[config.mk]
export PLATFORM = sky130hd
export DESIGN_NAME = versat_cmul_acc_flat
export DESIGN_NICKNAME = d
export VERILOG_FILES = /design/src/rtl/versat_cmul_pkg.sv /design/src/rtl/versat_cmul_acc_if.sv /design/src/rtl/versat_cmul_core.sv /design/src/rtl/versat_cmul_acc.sv /design/src/flat_wrapper.sv
export SDC_FILE = /design/constraint.sdc
export NUM_CORES = 2
export LEC_CHECK = 0
export CAP_MARGIN = 20
export CORE_MARGIN = 5
export CORE_UTILIZATION = 26
export CTS_BUF_LIST = sky130_fd_sc_hd__clkbuf_8
export CTS_CLUSTER_DIAMETER = 100
export DETAILED_ROUTE_END_ITERATION = 8
export MAX_ROUTING_LAYER = met4
export PLACE_DENSITY = 0.49
export SETUP_SLACK_MARGIN = 0.2
export SLEW_MARGIN = 20
export SYNTH_ARGS = -nofsm -noshare
export SYNTH_HDL_FRONTEND = slang
export SYNTH_SLANG_ARGS = --single-unit
[constraint.sdc]
create_clock -name clk -period 7.8 [get_ports clk]
set_input_delay 1.56 -clock clk [delete_from_list [all_inputs] [get_ports clk]]
set_output_delay 1.56 -clock clk [all_outputs]
set_load 0.005 [all_outputs]
[src/rtl/versat_cmul_pkg.sv]
// rtl/versat_cmul_pkg.sv - shared types, latency constant and saturating shift helper
// Purpose: FSM state encoding, pipeline latency and the output shift/saturate
// function used by the complex multiply/accumulate unit.
package versat_cmul_pkg;

    typedef enum logic [1:0] {
        IDLE,
        WAIT,
        STREAM,
        DRAIN
    } state_t;

    // Pipeline stages after the input capture register.
    localparam int LAT = 3;

    // Arithmetic (floor) right shift followed by saturation to a signed h-bit
    // range. Callers sign-extend into 64 bits and truncate the result to h bits,
    // so every accumulator width up to 64 bits shares this one helper.
    function automatic logic signed [63:0] sat_shift(
        input logic signed [63:0] value,
        input int                 sh,
        input int                 h
    );
        logic signed [63:0] s;
        logic signed [63:0] hi;
        logic signed [63:0] lo;
        s  = value >>> sh;
        hi = (64'sd1 <<< (h - 1)) - 64'sd1;
        lo = -(64'sd1 <<< (h - 1));
        if (s > hi) begin
            return hi;
        end
        if (s < lo) begin
            return lo;
        end
        return s;
    endfunction

endpackage

[src/rtl/versat_cmul_acc_if.sv]
// rtl/versat_cmul_acc_if.sv - control, operand and result bundle of the complex MAC unit
// Purpose: groups run/done control, config, operand streams and the result.
// master drives run, config and operands; slave (the unit) drives done/out0/out_valid.
interface versat_cmul_acc_if #(
    parameter int DATA_W = 32,
    parameter int LEN_W  = 10,
    parameter int SH_W   = $clog2(DATA_W)
);
    logic              run;
    logic              done;
    logic [DATA_W-1:0] in0;
    logic [DATA_W-1:0] in1;
    logic [31:0]       delay0;
    logic [LEN_W-1:0]  length;
    logic              conj;
    logic              acc;
    logic [SH_W-1:0]   shift;
    logic [DATA_W-1:0] out0;
    logic              out_valid;

    modport master (
        output run, in0, in1, delay0, length, conj, acc, shift,
        input  done, out0, out_valid
    );

    modport slave (
        input  run, in0, in1, delay0, length, conj, acc, shift,
        output done, out0, out_valid
    );
endinterface

[src/rtl/versat_cmul_core.sv]
// rtl/versat_cmul_core.sv - three-stage complex multiply / accumulate datapath
// Purpose: input capture, products, combine (optional conjugate) with
// accumulation, then shift/saturate to the packed output.
// Ports: clk, rst (async active-low); sample_en_i/last_i mark a captured
// sample and the final one; clr_i clears the accumulators; in0_i/in1_i
// operands; conj_i/acc_i/shift_i latched config; out0_o/out_valid_o result.
module versat_cmul_core
    import versat_cmul_pkg::*;
#(
    parameter int DATA_W  = 32,
    parameter int GUARD_W = 4,
    parameter int SH_W    = $clog2(DATA_W)
) (
    input  logic              clk,
    input  logic              rst,
    input  logic              sample_en_i,
    input  logic              last_i,
    input  logic              clr_i,
    input  logic [DATA_W-1:0] in0_i,
    input  logic [DATA_W-1:0] in1_i,
    input  logic              conj_i,
    input  logic              acc_i,
    input  logic [SH_W-1:0]   shift_i,
    output logic [DATA_W-1:0] out0_o,
    output logic              out_valid_o
);
    localparam int H  = DATA_W / 2;
    localparam int PW = 2 * H;
    localparam int CW = PW + 1;
    // Accumulator width must stay within the 64-bit sat_shift argument.
    localparam int AW = CW + GUARD_W;

    logic [DATA_W-1:0]     a_q, b_q;
    logic                  v0_q, l0_q;
    logic signed [H-1:0]   ar, ai, br, bi;
    logic signed [PW-1:0]  rr_q, ii_q, ri_q, ir_q;
    logic                  v1_q, l1_q;
    logic signed [CW-1:0]  rr_e, ii_e, ri_e, ir_e, cr_d, ci_d;
    logic signed [CW-1:0]  pr_q, pi_q;
    logic                  v2_q, l2_q;
    logic signed [AW-1:0]  accr_q, acci_q;
    logic signed [63:0]    src_r, src_i;
    logic [H-1:0]          yr_d, yi_d;
    logic                  emit_d;
    logic [DATA_W-1:0]     out0_q;
    logic                  out_valid_q;

    assign ar = a_q[DATA_W-1:H];
    assign ai = a_q[H-1:0];
    assign br = b_q[DATA_W-1:H];
    assign bi = b_q[H-1:0];

    always_comb begin
        rr_e = CW'(rr_q);
        ii_e = CW'(ii_q);
        ri_e = CW'(ri_q);
        ir_e = CW'(ir_q);
        cr_d = conj_i ? (rr_e + ii_e) : (rr_e - ii_e);
        ci_d = conj_i ? (ir_e - ri_e) : (ri_e + ir_e);
    end

    // In accumulate mode only the stage-2 slot carrying the last sample emits;
    // out0 holds its previous value on every other cycle.
    always_comb begin
        src_r  = acc_i ? 64'(accr_q) : 64'(pr_q);
        src_i  = acc_i ? 64'(acci_q) : 64'(pi_q);
        yr_d   = H'(sat_shift(src_r, 32'(shift_i), H));
        yi_d   = H'(sat_shift(src_i, 32'(shift_i), H));
        emit_d = v2_q & (~acc_i | l2_q);
    end

    always_ff @(posedge clk or negedge rst) begin
        if (!rst) begin
            a_q         <= '0;
            b_q         <= '0;
            v0_q        <= 1'b0;
            l0_q        <= 1'b0;
            rr_q        <= '0;
            ii_q        <= '0;
            ri_q        <= '0;
            ir_q        <= '0;
            v1_q        <= 1'b0;
            l1_q        <= 1'b0;
            pr_q        <= '0;
            pi_q        <= '0;
            v2_q        <= 1'b0;
            l2_q        <= 1'b0;
            accr_q      <= '0;
            acci_q      <= '0;
            out0_q      <= '0;
            out_valid_q <= 1'b0;
        end else begin
            v0_q <= sample_en_i;
            l0_q <= sample_en_i & last_i;
            if (sample_en_i) begin
                a_q <= in0_i;
                b_q <= in1_i;
            end

            v1_q <= v0_q;
            l1_q <= l0_q;
            if (v0_q) begin
                rr_q <= PW'(ar) * PW'(br);
                ii_q <= PW'(ai) * PW'(bi);
                ri_q <= PW'(ar) * PW'(bi);
                ir_q <= PW'(ai) * PW'(br);
            end

            v2_q <= v1_q;
            l2_q <= l1_q;
            if (v1_q) begin
                pr_q <= cr_d;
                pi_q <= ci_d;
            end
            // clr_i only fires on the start edge, when the pipeline is empty.
            if (clr_i) begin
                accr_q <= '0;
                acci_q <= '0;
            end else if (v1_q && acc_i) begin
                accr_q <= accr_q + AW'(cr_d);
                acci_q <= acci_q + AW'(ci_d);
            end

            out_valid_q <= emit_d;
            if (emit_d) begin
                out0_q <= {yr_d, yi_d};
            end
        end
    end

    assign out0_o      = out0_q;
    assign out_valid_o = out_valid_q;

endmodule

[src/rtl/versat_cmul_acc.sv]
// rtl/versat_cmul_acc.sv - Versat complex multiplier / MAC functional unit (top)
// Purpose: run/done FSM, start delay and sample counters, config latch.
// Ports: clk, rst (async active-low); bus (slave) carries run/done, config
// (delay0, length, conj, acc, shift), operands in0/in1 and out0/out_valid.
module versat_cmul_acc
    import versat_cmul_pkg::*;
#(
    parameter int DATA_W  = 32,
    parameter int LEN_W   = 10,
    parameter int GUARD_W = 4,
    parameter int SH_W    = $clog2(DATA_W)
) (
    input  logic          clk,
    input  logic          rst,
    versat_cmul_acc_if.slave bus
);
    state_t             state_q;
    logic               done_q;
    logic [31:0]        cnt_q;
    logic [LEN_W-1:0]   smp_q;
    logic [LEN_W-1:0]   len_q;
    logic               conj_q;
    logic               acc_q;
    logic [SH_W-1:0]    shift_q;

    logic               start;
    logic               sample_en;
    logic               last_smp;

    assign start     = (state_q == IDLE) && bus.run;
    assign sample_en = (state_q == STREAM) && (len_q != '0);
    assign last_smp  = (smp_q == len_q - LEN_W'(1));

    always_ff @(posedge clk or negedge rst) begin
        if (!rst) begin
            state_q <= IDLE;
            done_q  <= 1'b1;
            cnt_q   <= '0;
            smp_q   <= '0;
            len_q   <= '0;
            conj_q  <= 1'b0;
            acc_q   <= 1'b0;
            shift_q <= '0;
        end else begin
            case (state_q)
                IDLE: begin
                    if (bus.run) begin
                        len_q   <= bus.length;
                        conj_q  <= bus.conj;
                        acc_q   <= bus.acc;
                        shift_q <= bus.shift;
                        cnt_q   <= bus.delay0;
                        smp_q   <= '0;
                        done_q  <= 1'b0;
                        state_q <= (bus.delay0 == 32'd0) ? STREAM : WAIT;
                    end
                end
                WAIT: begin
                    cnt_q <= cnt_q - 32'd1;
                    if (cnt_q == 32'd1) begin
                        state_q <= STREAM;
                    end
                end
                STREAM: begin
                    if (len_q == '0) begin
                        state_q <= IDLE;
                        done_q  <= 1'b1;
                    end else begin
                        smp_q <= smp_q + LEN_W'(1);
                        if (last_smp) begin
                            // Last sample still has to pass the input register
                            // and LAT stages; return to IDLE one cycle after the
                            // final result is presented.
                            cnt_q   <= 32'(LAT);
                            state_q <= DRAIN;
                        end
                    end
                end
                DRAIN: begin
                    if (cnt_q == 32'd0) begin
                        state_q <= IDLE;
                        done_q  <= 1'b1;
                    end else begin
                        cnt_q <= cnt_q - 32'd1;
                    end
                end
                default: begin
                    state_q <= IDLE;
                    done_q  <= 1'b1;
                end
            endcase
        end
    end

    assign bus.done = done_q;

    versat_cmul_core #(
        .DATA_W  (DATA_W),
        .GUARD_W (GUARD_W),
        .SH_W    (SH_W)
    ) u_core (
        .clk         (clk),
        .rst         (rst),
        .sample_en_i (sample_en),
        .last_i      (last_smp),
        .clr_i       (start),
        .in0_i       (bus.in0),
        .in1_i       (bus.in1),
        .conj_i      (conj_q),
        .acc_i       (acc_q),
        .shift_i     (shift_q),
        .out0_o      (bus.out0),
        .out_valid_o (bus.out_valid)
    );

endmodule

[src/flat_wrapper.sv]
// flat-port wrapper written by rule: the top's interface ports become plain ports
module versat_cmul_acc_flat import versat_cmul_pkg::*;
#(
    parameter int DATA_W  = 32,
    parameter int LEN_W   = 10,
    parameter int GUARD_W = 4,
    parameter int SH_W    = $clog2(DATA_W)
)
  (clk, rst, bus_run, bus_in0, bus_in1, bus_delay0, bus_length, bus_conj, bus_acc, bus_shift, bus_done, bus_out0, bus_out_valid);
  versat_cmul_acc_if #(.DATA_W(DATA_W), .LEN_W(LEN_W), .SH_W(SH_W)) bus_i ();
  input  logic clk;
  input  logic rst;
  input wire logic [$bits(bus_i.run)-1:0] bus_run;
  input wire logic [$bits(bus_i.in0)-1:0] bus_in0;
  input wire logic [$bits(bus_i.in1)-1:0] bus_in1;
  input wire logic [$bits(bus_i.delay0)-1:0] bus_delay0;
  input wire logic [$bits(bus_i.length)-1:0] bus_length;
  input wire logic [$bits(bus_i.conj)-1:0] bus_conj;
  input wire logic [$bits(bus_i.acc)-1:0] bus_acc;
  input wire logic [$bits(bus_i.shift)-1:0] bus_shift;
  output wire logic [$bits(bus_i.done)-1:0] bus_done;
  output wire logic [$bits(bus_i.out0)-1:0] bus_out0;
  output wire logic [$bits(bus_i.out_valid)-1:0] bus_out_valid;
  assign bus_i.run = bus_run;
  assign bus_i.in0 = bus_in0;
  assign bus_i.in1 = bus_in1;
  assign bus_i.delay0 = bus_delay0;
  assign bus_i.length = bus_length;
  assign bus_i.conj = bus_conj;
  assign bus_i.acc = bus_acc;
  assign bus_i.shift = bus_shift;
  assign bus_done = bus_i.done;
  assign bus_out0 = bus_i.out0;
  assign bus_out_valid = bus_i.out_valid;
  versat_cmul_acc #(.DATA_W(DATA_W), .LEN_W(LEN_W), .GUARD_W(GUARD_W), .SH_W(SH_W)) u_core (.clk(clk), .rst(rst), .bus(bus_i));
endmodule
==> results by group <==
Run status
  – Outcome: finished clean

Clock tree
  – CTS clk-pin slew, worst paths: 60 ps
  – Post_cts resized: 0
  – Cts hold-fix bufs: 0
  – Clock Tree Root: clkbuf_8
  – Post-CTS Setup Inserts: 0
  – Max clock buf depth: 3
  – Clk sinks: 433
  – H-Tree Depth: 3
  – CTS Buf Count: 94
  – CTS tree: built
  – Clock Latency Late Sink: 900 ps

Global routing
  – Antenna violations before repair: 8
  – Largest net degree at the start of global routing: 138
  – GRT Util Overall: 15.7%
  – First-pass GRT wire length: 335000 µm
  – Number of global-route vias before repair: 56200
  – Gr ovfl total: 0

Logic synthesis
  – Sequential element share of the synthesized area: 15.6%
  – Ys flop type: dfrtp_1
  – Mapped cell area: 69600 µm²
  – Top post-synthesis cells by area: fa_1 (30%), dfrtp_1 (16%), ha_1 (8.7%), inv_1 (7.0%), nand2_1 (6.1%)
  – Top cell type's share of synthesized area: 30.2%
  – Post-Syn Nets: 9426
  – Synth warn: 0
  – Post-synth top cells: inv_1 (1292), nand2_1 (1123), fa_1 (1052), and2_1 (520), ha_1 (485)
  – Cell with the most instances after synthesis: inv_1
  – Syn Inst Count: 7773
  – Synth cell types: 88
  – Synth async-reset ratio: 100%
  – Flops & latches, synth: 433
  – Biggest area consumer among synthesized cells: fa_1
  – Syn Area/Cell: 8.96 µm²
  – Number of synthesized flops with an enable pin: 0

Power and ir drop
  – PwrDens: 67.2 nW/µm²
  – Leakage: 38.2 nW
  – Power Total: 5.20 mW
  – Worst VDD drop: 0.121 mV

Floorplan
  – Core ar.: 267000 µm²
  – # rows: 190
  – Die footprint: 278000 µm²
  – Initial core utilization: 26.1%
  – Die height: 527 µm
  – I/O pin count: 150
  – Die Wd: 527 µm

Place
  – Placed cells: 11300
  – Port Buffers: 149
  – Pre-CTS setup slack: 470 ps
  – Post-DP HPWL: 171000 µm
  – GPL Wtd Cong: 0.886

Layout
  – Share of cells above drive strength 1: 7.64%
  – Finished Layout Cells: 11400
  – Final Net Count: 9458
  – P&R area growth vs syn: 11.3%
  – Filler cells: 28300

Critical path
  – CP most frequent cell: fa_1
  – CP Launch Type: flop
  – Setup Crit Path Kind: reg2reg
  – Req. time, crit path: 8540 ps
  – Crit path DAT: 8060 ps
  – Crit path buffers/inverters: 4
  – Slowest cell delay on critical path: 630 ps
  – Cell chain of the critical path: buf_4 -> nand2_1 -> fa_1 -> inv_1 -> fa_1 -> fa_1 -> fa_1 -> fa_1 -> inv_1 -> fa_1 -> inv_1 -> ha_1 -> a21o_1 -> a21oi_1 -> o21ai_0 -> a2111o_1 -> o221a_2 -> a31o_1 -> or4_1 -> a31oi_1 -> xnor2_1 -> mux2_2
  – Worst setup EP type: flop
  – Crit-path leading delay family: adder cells
  – CP max stage cell: dfrtp_1
  – CP Max Fanout: 21

Drt
  – DRT Pass-1 Iters: 7
  – Via-to-Cell Ratio: 4.70
  – Initial drt markers: 3372
  – Wirelength per Cell: 18.7 µm
  – Post-route ant nets: 0
  – DRC Markers: 0
  – Drt total wl: 214000 µm
  – Routed via count: 53700

Timing
  – RSZ-0062 raised after global routing: false
  – Skew final: 88.7 ps
  – Hold Violations, Final: 0
  – Setup TNS: 0 ps
  – Max Freq: 137 MHz
  – Setup ws final: 482 ps
  – Final period util: 93.8%
  – Fin. max-slew vios: 0
  – Relative max-transition margin: 28.4%
  – Min Tclk post-route: 7320 ps
  – Final setup viols: 0
  – Least-Margin Pin Slew: 1070 ps

Job
  – Max Cap Viol: 0

Min path
  – Hold WC Path Type: reg2reg
-- final timing paths --
check	start	endpoint	slack, ps	cells past startpoint
worst min-delay path	u_core.u_core.l0_q	u_core.u_core.l1_q	350	0
worst max register to register	u_core.u_core.a_q[4]	u_core.u_core.ir_q[30]	480	22
worst min register to register	u_core.u_core.l0_q	u_core.u_core.l1_q	350	0
max in group asynchronous	rst	u_core.u_core.a_q[28]	5640	2
min in group asynchronous	rst	u_core.u_core.out0_o[25]	680	1
worst max-delay path	u_core.u_core.a_q[4]	u_core.u_core.ir_q[30]	480	22
-- stage by stage --
stage | utilization [%] | hold WS [ps] | cell area, µm²
2_1_floorplan | - | 331 | 69600
3_3_place_gp | 28.2 | 335 | 75300
3_5_place_dp | 28.2 | 336 | 75300
4_1_cts | 29.0 | 349 | 77400
5_1_grt | 29.0 | 372 | 77500
6_report | 29.0 | 347 | 77500
-- where the power goes --
part | switching (mW) | internal (mW) | total (mW)
clock network | 1.29 | 1.55 | 2.83
registers | 0.00000646 | 2.25 | 2.25
logic | 0.0657 | 0.0545 | 0.120
total | 1.35 | 3.85 | 5.20
-- logic make-up (layout without fill, tap and decap cells) --
kind of cell	Yosys count	in the layout	synth area share [%]
AO/OA/AOI/OAI	1099	1099	9.93
flip-flops	433	433	15.6
other	0	7	0
AND/OR/NAND/NOR	2389	2389	16.0
buffers and inverters	1663	1769	9.07
adder cells (fa/ha/maj)	1537	1537	39.0
XOR/XNOR	338	338	4.25
multiplexers	314	314	6.21
-- flip-flops by register name (all words and copies together), names as in the netlist, 32 cells and up --
register / count
u_core.u_core.rr_q: 32
u_core.u_core.accr_q: 37
u_core.u_core.a_q: 32
u_core.cnt_q: 32
u_core.u_core.b_q: 32
u_core.u_core.out0_o: 32
u_core.u_core.ri_q: 32
u_core.u_core.acci_q: 37
u_core.u_core.ir_q: 32
u_core.u_core.pi_q: 33
u_core.u_core.pr_q: 33
u_core.u_core.ii_q: 32
-- worst reg2reg max path, cell delays in order, from the launching register on --
cell      delay [ps]
dfrtp_1          630
buf_4            350
nand2_1          120
fa_1             540
inv_1             50
fa_1             480
fa_1             540
fa_1             530
fa_1             550
inv_1             50
fa_1             530
inv_1             40
ha_1             340
a21o_1           180
a21oi_1          190
o21ai_0          130
a2111o_1         420
o221a_2          270
a31o_1           270
or4_1            420
a31oi_1          210
xnor2_1           90
mux2_2           260
-- placed cells by master (no fill, tap or decap), types with 84 or more instances in the layout --
cell | Yosys | routed
a21oi_1 | 391 | 391
nor3_1 | 105 | 105
nor2_1 | 355 | 355
dfrtp_1 | 432 | 422
clkdlybuf4s50_1 | 0 | 148
xnor2_1 | 254 | 254
clkbuf_8 | 0 | 118
ha_1 | 485 | 485
buf_4 | 8 | 148
and2_1 | 520 | 518
mux2_2 | 174 | 174
o21ai_0 | 217 | 217
fa_1 | 1052 | 1052
xor2_1 | 84 | 84
nand2_1 | 1123 | 1122
inv_1 | 1292 | 1314
a21o_1 | 119 | 119
-- layout make-up --
class / instances / area (µm²) / share of cell area (%)
clock inverters: 52 / 440 / 0.569
inverters: 1298 / 4870 / 6.29
clock buffers: 118 / 1620 / 2.10
flip-flops and latches: 433 / 10900 / 14.0
well taps: 3552 / 4440 / 5.74
multi-input cells: 5677 / 52500 / 67.8
repair buffers: 301 / 2690 / 3.47
diodes: 7 / 17.5 / 0.0226
-- per-layer routing --
layer	vias up	global-route usage, %	share of wire [%]
li1	24800	-	-
met3	234	2.32	5.1
met4	0	3.38	2.1
met1	27400	22.3	48
met5	-	-	0
met2	1222	23.8	44
(Power assumes the default switching activity.)
